===== src/rtl/contador_pkg.sv =====
// Shared constants, a clog2 helper and the parameter-range check used by the modulo counter.
// The optional macro CONTADOR_UPDOWN_EN (consumed by the top) enables down counting.
package contador_pkg;

    localparam logic DIR_UP   = 1'b1;
    localparam logic DIR_DOWN = 1'b0;

    function automatic int clog2(input int value);
        int result;
        result = 0;
        while ((1 << result) < value) begin
            result = result + 1;
        end
        return result;
    endfunction

endpackage

// Elaboration-time guard: width 1..16 and 2 <= modulo <= 2**width.
`define CONTADOR_CHECK_PARAMS(W, M) \
    if ((W) < 1 || (W) > 16 || (M) < 2 || (M) > (2 ** (W))) begin : g_param_err \
        $error("modulo_contador_t: illegal WIDTH/MODULO combination"); \
    end


===== src/rtl/celula_ff_t.sv =====
// One-bit T flip-flop cell: falling-edge, synchronous active-high clear.
module celula_ff_t (
    input  logic clk,
    input  logic clr,
    input  logic t_i,
    output logic q_i,
    output logic q_bar_i
);

    always_ff @(negedge clk) begin
        if (clr) begin
            q_i <= 1'b0;
        end else if (t_i) begin
            q_i <= ~q_i;
        end
    end

    assign q_bar_i = ~q_i;

endmodule


===== src/rtl/modulo_contador_t.sv =====
// Modulo-N counter built from per-bit T cells with clamped preset, cascade tc and wrap pulse.
// Define CONTADOR_UPDOWN_EN to honour up_down; otherwise the counter is up-only.
module modulo_contador_t
    import contador_pkg::*;
#(
    parameter int WIDTH  = 4,
    parameter int MODULO = 10
) (
    input  logic             clk,
    input  logic             clr,
    input  logic             prst,
    input  logic             enable,
    input  logic             t,
    input  logic             up_down,
    input  logic [WIDTH-1:0] d,
    output logic [WIDTH-1:0] q,
    output logic [WIDTH-1:0] q_bar,
    output logic             tc,
    output logic             wrap
);

    `CONTADOR_CHECK_PARAMS(WIDTH, MODULO)

    localparam logic [WIDTH-1:0] TOP_VAL = WIDTH'(MODULO - 1);

    logic             at_terminal;
    logic             load_go;
    logic             count_go;
    logic [WIDTH-1:0] next_val;
    logic [WIDTH-1:0] toggle;

`ifdef CONTADOR_UPDOWN_EN
    logic dir_up;
    assign dir_up      = (up_down == DIR_UP);
    assign at_terminal = dir_up ? (q == TOP_VAL) : (q == '0);
`else
    logic unused_up_down;
    assign unused_up_down = up_down;
    assign at_terminal    = (q == TOP_VAL);
`endif

    // prst without enable holds; it must not fall through to counting.
    assign load_go  = prst & enable;
    assign count_go = enable & t & ~prst;

    always_comb begin
        next_val = q;
        if (load_go) begin
            next_val = (d > TOP_VAL) ? TOP_VAL : d;
        end else if (count_go) begin
`ifdef CONTADOR_UPDOWN_EN
            if (dir_up) begin
                next_val = at_terminal ? '0 : q + 1'b1;
            end else begin
                next_val = at_terminal ? TOP_VAL : q - 1'b1;
            end
`else
            next_val = at_terminal ? '0 : q + 1'b1;
`endif
        end
    end

    // Each cell flips only where the next value differs; clr is applied inside the cells.
    assign toggle = q ^ next_val;

    for (genvar i = 0; i < WIDTH; i++) begin : g_cell
        celula_ff_t u_cell (
            .clk     (clk),
            .clr     (clr),
            .t_i     (toggle[i]),
            .q_i     (q[i]),
            .q_bar_i (q_bar[i])
        );
    end

    always_ff @(negedge clk) begin
        if (clr) begin
            wrap <= 1'b0;
        end else begin
            wrap <= count_go & at_terminal;
        end
    end

    assign tc = enable & t & at_terminal;

endmodule


===== config.mk =====
export PLATFORM = sky130hd
export DESIGN_NAME = modulo_contador_t
export DESIGN_NICKNAME = d
export VERILOG_FILES = /design/src/rtl/contador_pkg.sv /design/src/rtl/celula_ff_t.sv /design/src/rtl/modulo_contador_t.sv
export SDC_FILE = /design/constraint.sdc
export NUM_CORES = 1
export LEC_CHECK = 0
export CAP_MARGIN = 20
export CORE_AREA = 4 4 41 43
export DETAILED_ROUTE_END_ITERATION = 8
export DIE_AREA = 0 0 45 47
export HOLD_SLACK_MARGIN = 0.03
export PLACE_DENSITY = 0.64
export REMOVE_ABC_BUFFERS = 1
export SLEW_MARGIN = 40
export SYNTH_ARGS = -nofsm -noshare
export SYNTH_HDL_FRONTEND = slang
export SYNTH_SLANG_ARGS = --single-unit

===== constraint.sdc =====
create_clock -name clk -period 3.9 [get_ports clk]
set_clock_uncertainty 0.1 [all_clocks]
set_input_delay 0.78 -clock clk [delete_from_list [all_inputs] [get_ports clk]]
set_output_delay 0.78 -clock clk [all_outputs]
set_load 0.05 [all_outputs]

==> Word-level counts from Yosys, hierarchy flattened <==
Cells that the tools add are included.
{ "totals": {"in_bits": 10, "ff_bits": 5, "output_inout_bits": 10} }
{ "op_classes": {"bitwise_logic": 11, "add_sub_neg": 1, "mux": 4, "order_cmp": 1, "eq_ne": 1} }
{ "op_table": {"columns": ["op", "count"], "rows": [
  ["4-bit two-way mux", 4],
  ["1-bit bitwise AND", 5],
  ["1-bit inverter", 5],
  ["4-bit by 1-bit adder with 4-bit output (second input constant)", 1],
  ["4-bit == test (second input constant)", 1],
  ["4-bit greater-than comparator (second input constant)", 1],
  ["4-bit XOR", 1]
]} }

==> Depth between registers and ports, before layout <==
Gate-level depths: netlist (run 1).
{ "depth": {"ltp_word": 5, "ltp_mapped": 5} }

==> Modules after synthesis <==
Synthesis (run 1) repeated with hierarchy kept, for this count alone.
{ "hier_totals": {"cells_unflattened": 53, "area_unflattened_um2": 409.1} }
{ "modules_own_cells": {"columns": ["module", "instances", "cells_per_inst", "area_each_um2", "seq_area_each_um2"], "rows": [
  ["modulo_contador_t", 1, 33, 249.0, 20.0],
  ["celula_ff_t", 4, 5, 40.0, 20.0]
]} }

==> impl_results.md, run 1 <==
- Design area: roughly 850 µm²
- I/O pin total: 20
- Max-cap violations: 0
- DP Wirelength: 907 µm
- Sequential element share of the synthesized area: 22.5%
- Setup ws final: -177 ps
- Avg WL per Cell: 14.1 µm
- Die Y-Extent: around 47 µm
- Dpl ws: -354 ps
- DIE AREA: about 2100 µm²
- Slowest CP cell: dfxtp_2
- Cell taking the most area after synthesis: dfxtp_1
- Critical path class: reg2out
- Setup Viol. Count Final: 1
- Clk buf depth: 2
- WHS: ~550 ps
- Vias: 490
- FILL cells: approximately 110
- Most frequent cells in the layout: buf_4, inv_1, buf_12, clkdlybuf4s50_1
- Core footprint: between 1000 and 1500 µm²
- Max IR drop VDD: between 0.1 and 0.15 mV
- Lkg Pwr: between 0.3 and 0.4 nW
- Reg2reg path depth: 4
- Mapped Cells: 52
- Antenna cells: 0
- IO Port Bufs: 18
- DR DRC count: 0
- Root Driver: clkbuf_4
- H-Tree Depth: 1
- Antenna viol nets, final: 0
- Worst min path class: reg2reg
- Floorplan row count: 13
- CP Launch Type: flip-flop
- Synth warn: 0
- Critical path depth: 5
- Mapped Area: 444 µm²
- Status: finished with violations
- Total GRT Usage: 14.3%
- Slew HR: 79.5%
- Critical path peak fanout: 2
- Starting Density: between 30% and 40%
- Synthesized area per cell: around 8.5 µm²
- Antenna violations before repair: 0
- Detailed Route WL: about 1400 µm
- Post-synth top area share: between 20% and 30%
- Skew-Pair Late Insertion Delay: 330 ps
- Crit end category: output port
- Hold path depth: 3
- Ranking of synthesized cells by area: dfxtp_1, buf_4, inv_1, nand4b_1, ha_1
- Power density over the cells: 261 nW/µm²
- Synth cell types: 26
- Failing checks: setup timing
- Largest net degree at the start of global routing: 7
- Critical path arrival: around 3200 ps
- Post-synthesis register bit count: 5
- Buf+Inv Stages, Crit Path: 2
- Number of DRC markers in iteration 0: 8
- Fin util: between 60 and 70%
- Hold Violations, Final: 0
- Required arrival time at the worst endpoint: 3020 ps
- Share of cells above drive strength 1: between 40% and 50%
- Fin nets: 95
- First-pass GRT wire length: 2060 µm
- CTS clock-pin slew for the worst setup and hold paths: ~30 ps
- Total gr overflow: 0
- Critical path's largest stage delay: approximately 310 ps
- Top delay family on crit path: flip-flops
- Slew Viols, Final: 0
- Placed cell area: 762 µm²
- Routability Congestion: about 0.82
- DRT Pass-1 Iters: 4
- CTS tree: built
- RSZ-0062 raised after global routing: yes
- Vias in the first global route: 500
- Most common cell after layout, fill and taps aside: buf_4
- Vias per cell: 5.05
- Syn-to-layout area delta: 90.4%
- Clock sink count: 5
- Worst Max-Slew Pin Slew: 305 ps
- Die Width: 45 µm
- Cts bufs inserted: 3
- CP Cell Sequence: inv_2 > ha_4 > nand3b_1 > nor2_2 > buf_12
[cell type report]
| class | instances | area, µm² | area share (%) |
|---|---|---|---|
| multi-input cells | 30 | 265 | 31.4 |
| clock inverters | 6 | 22.5 | 2.66 |
| flip-flops and latches | 5 | 105 | 12.4 |
| repair buffers | 32 | 389 | 46.0 |
| inverters | 6 | 22.5 | 2.66 |
| clock buffers | 3 | 22.5 | 2.66 |
| well taps | 15 | 18.8 | 2.22 |
[power breakdown]
part / switching [mW] / internal [mW] / total (mW)
clock network: 0.0418 / 0.0435 / 0.0853
registers: 0.00207 / 0.0538 / 0.0559
logic: 0.0388 / 0.0410 / 0.0799
[cell usage after synthesis]
master and instances:
dfxtp_1 5, a221oi_1 1, mux2_4 1, nand3_1 1, buf_6 1, o31ai_1 1
inv_1 7, nor2_1 1, ha_1 2, buf_4 9, o21a_1 2, a211oi_1 1
nand2_2 1, nand3b_1 1, a2111oi_2 1, or4b_1 1, a31oi_1 1, and3b_4 1
nor4_1 2, a21oi_1 2, nand4b_1 3, o31a_1 1, nand2_1 3, and2_2 1
xnor2_1 1, o32ai_1 1
[cells by family after synthesis]
| group | synth area share, % |
|---|---|
| compound gates | 19.7 |
| xor+xnor | 1.97 |
| fa+ha+maj | 5.63 |
| buf+inv | 23.7 |
| flops | 22.5 |
| mux | 3.38 |
| simple gates | 23.1 |
[per-stage QoR]
step	TNS [ps]	power (mW)	instances
global route	-233	0.232	97
detailed placement	-1290	0.140	88
global placement	-1190	0.140	88
floorplan	-899	0.0955	42
finish	-177	0.221	97
CTS	-158	0.220	98
[flip-flops by register name, indices dropped and copies added, names as in the netlist]
register	flops
g_cell.u_cell.q_i	4
wrap	1
[routing by layer]
| layer | up-vias | part of all wire (%) | global-route usage (%) |
|---|---|---|---|
| li1 | 236 | - | - |
| met1 | 230 | 36 | 13.9 |
| met2 | 21 | 54 | 24.3 |
| met3 | 3 | 8.6 | 7.28 |
| met4 | 0 | 1.4 | 8.77 |
| met5 | - | 0 | 0 |
[worst min-delay path: cells and delay by family (launching register included)]
kind          cells  cell delay (ps)
flops             1              310
simple gates      2              170
buf+inv           1              130
[path summary, 6_finish.rpt]
path                        start                   end  slack [ps]
max          g_cell[1].u_cell.q_i                    tc        -180
min          g_cell[3].u_cell.q_i                  wrap         550
max reg2reg  g_cell[0].u_cell.q_i  g_cell[3].u_cell.q_i        2490
min reg2reg  g_cell[3].u_cell.q_i                  wrap         550
[timing repair]
action	CTS	global route
gates resized for setup	9	6
endpoints found under the setup margin	4	6
pin swaps	1	1
setup buffers	2	1
hold buffers	0	0
Note: power is estimated with default switching activity, not from simulation.
==> inputs of run 2 (changes only) <==
HOLD_SLACK_MARGIN = default   (was 0.03)
TNS_END_PERCENT = 10   (was default)
==> impl_results.md, run 2 (same netlist as run 1, synthesis figures left out) <==
- Status: finished with violations
- Failing checks: setup timing
- Largest net degree at the start of global routing: 7 (unchanged)
- Skew-Pair Late Insertion Delay: 320 ps (about the same)
- Top flop regs: g_cell.u_cell.q_i (4), wrap (1)
- Switching share of power: 36.9% (-0.45 points)
- Critical path arrival: 3200 ps (about the same)
- Required arrival time at the worst endpoint: 3020 ps (about the same)
- CP Cell Sequence: inv_2 > ha_4 > nand3b_1 > nor2_2 > buf_12
- DP Wirelength: 907 µm (unchanged)
- Worst min path class: reg2reg
- Total GRT Usage: 14.3% (unchanged)
- Crit end category: output port
- Floorplan row count: 13 (unchanged)
- Vias per cell: 5.01 (-0.82%)
- Critical path depth: 5 (unchanged)
- DR DRC count: 0 (unchanged)
- Hold path depth: 3 (unchanged)
- Critical path class: reg2out
- Flop pwr share: 25.5% (+0.2 points)
- Met1 GRT Util: 13.9% (unchanged)
- Worst Max-Slew Pin Slew: 305 ps (-0.0904 ps)
- Total gr overflow: 0 (unchanged)
- Avg WL per Cell: 13.9 µm (-2.0%)
- GRT Max-Usage Layer: met2
- Setup Viol. Count Final: 2 (+1)
- H-Tree Depth: 1 (unchanged)
- Vias in the first global route: 500 (unchanged)
- I/O pin total: 20 (unchanged)
- Power share of the clock group: 38.1% (-0.5 points)
- Setup ws final: -177 ps (+0.360 ps)
- Starting Density: 34.1% (unchanged)
- Lkg Pwr: 0.387 nW (+1.3%)
- Antenna viol nets, final: 0 (unchanged)
- Power density over the cells: 259 nW/µm² (-1.0%)
- Placed cell area: 762 µm² (unchanged)
- Dpl ws: -354 ps (unchanged)
- IO Port Bufs: 18 (unchanged)
- Detailed Route WL: 1360 µm (-0.95%)
- Fin util: 65.4% (+0.38 points)
- Hold Violations, Final: 0 (unchanged)
- P_sw: 0.0813 mW (-1.6%)
- Clock sink count: 5 (unchanged)
- DIE AREA: 2120 µm² (unchanged)
- GRT met2 Usage: 24.3% (unchanged)
- Setup TNS: -180 ps (-2.60 ps)
- Number of DRC markers in iteration 0: 11 (+3)
- Critical path peak fanout: 2 (unchanged)
- Combinational share of power: 36.5% (+0.4 points)
- Antenna cells: 0 (unchanged)
- Max-cap violations: 0 (unchanged)
- Share of cells above drive strength 1: 48.2% (-0.59 points)
- CP Launch Type: flip-flop
- Max IR drop VDD: 0.144 mV (+0.18%)
- DRT Pass-1 Iters: 4 (unchanged)
- Slew HR: 79.5% (about the same)
- First-pass GRT wire length: 2060 µm (unchanged)
- Met3 Usage GRT: 7.28% (unchanged)
- RSZ-0062 raised after global routing: yes
- Die Width: 45 µm (unchanged)
- CTS tree: built
- Clk buf depth: 2 (unchanged)
- Largest Register: g_cell.u_cell.q_i
- Cts bufs inserted: 3 (unchanged)
- Hold-fix buffers at CTS: 0 (unchanged)
- Power Internal: 0.139 mW (+0.30%)
- CTS clock-pin slew for the worst setup and hold paths: 40 ps (about the same)
- Routability Congestion: 0.820 (unchanged)
- Reg2reg path depth: 4 (unchanged)
- FILL cells: 108 (+1.9%)
- Max FFs per register: 4 (unchanged)
- Core footprint: 1300 µm² (unchanged)
- Slew Viols, Final: 0 (unchanged)
- Fin nets: 96 (+1.1%)
- Root Driver: clkbuf_4
- Top delay family on crit path: flip-flops
- Vias: 491 (+0.20%)
- Design area: 851 µm² (+0.59%)
- Most frequent cells in the layout: buf_4, inv_1, buf_12, clkdlybuf4s50_1
- Slowest CP cell: dfxtp_2
- Die Y-Extent: 47 µm (unchanged)
- Syn-to-layout area delta: 91.5%
- Most common cell after layout, fill and taps aside: buf_4
- Buf+Inv Stages, Crit Path: 2 (unchanged)
- Critical path's largest stage delay: 310 ps (about the same)
- Antenna violations before repair: 0 (unchanged)
run 2: timing repair:
item / 4_1_cts / 5_1_grt
gates resized for setup: 9 / 3
pin swaps: 1 / 1
buffers inserted: 2 / 0
endpoints found under the setup margin: 4 / 6
run 2: stage by stage:
stage / std cells / total power, mW / hold slack (ps)
floorplan: 42 / 0.0955 / 687
global placement: 88 / 0.140 / 502
detailed placement: 88 / 0.140 / 502
CTS: 98 / 0.220 / 527
global route: 98 / 0.231 / 575
finish: 98 / 0.220 / 544
run 2: power by group through the flow:
stage	clock network [mW]	registers [mW]	logic, mW
CTS	0.0859	0.0557	0.0780
global placement	0.00957	0.0554	0.0748
floorplan	0.00957	0.0641	0.0219
finish	0.0838	0.0560	0.0802
global route	0.0896	0.0562	0.0848
detailed placement	0.00957	0.0555	0.0749
run 2: worst register-to-register path: cells and delay by family (launching register included):
family | cells | cell delay (ps)
flops | 1 | 350
compound gates | 2 | 590
buf+inv | 1 | 170
simple gates | 1 | 120
run 2: layout make-up:
cell class	count	area (µm²)	share of cell area, %
Timing Repair Buffer	33	397	46.6
Inverter	6	22.5	2.65
Clock buffer	3	22.5	2.65
Clock inverter	6	22.5	2.65
Multi-Input combinational cell	30	265	31.2
Tap cell	15	18.8	2.21
Sequential cell	5	103	12.1
run 2: routing by layer:
layer,wire length [µm],up-vias
li1,-,240
met1,526,227
met2,709,21
met3,103,3
met4,19,0
met5,0,-
run 2: final timing paths:
kind	from	end	slack (ps)
worst max register to register	g_cell[0].u_cell.q_i	g_cell[3].u_cell.q_i	2460
worst min-delay path	g_cell[3].u_cell.q_i	wrap	540
worst min register to register	g_cell[3].u_cell.q_i	wrap	540
worst max-delay path	g_cell[1].u_cell.q_i	tc	-180
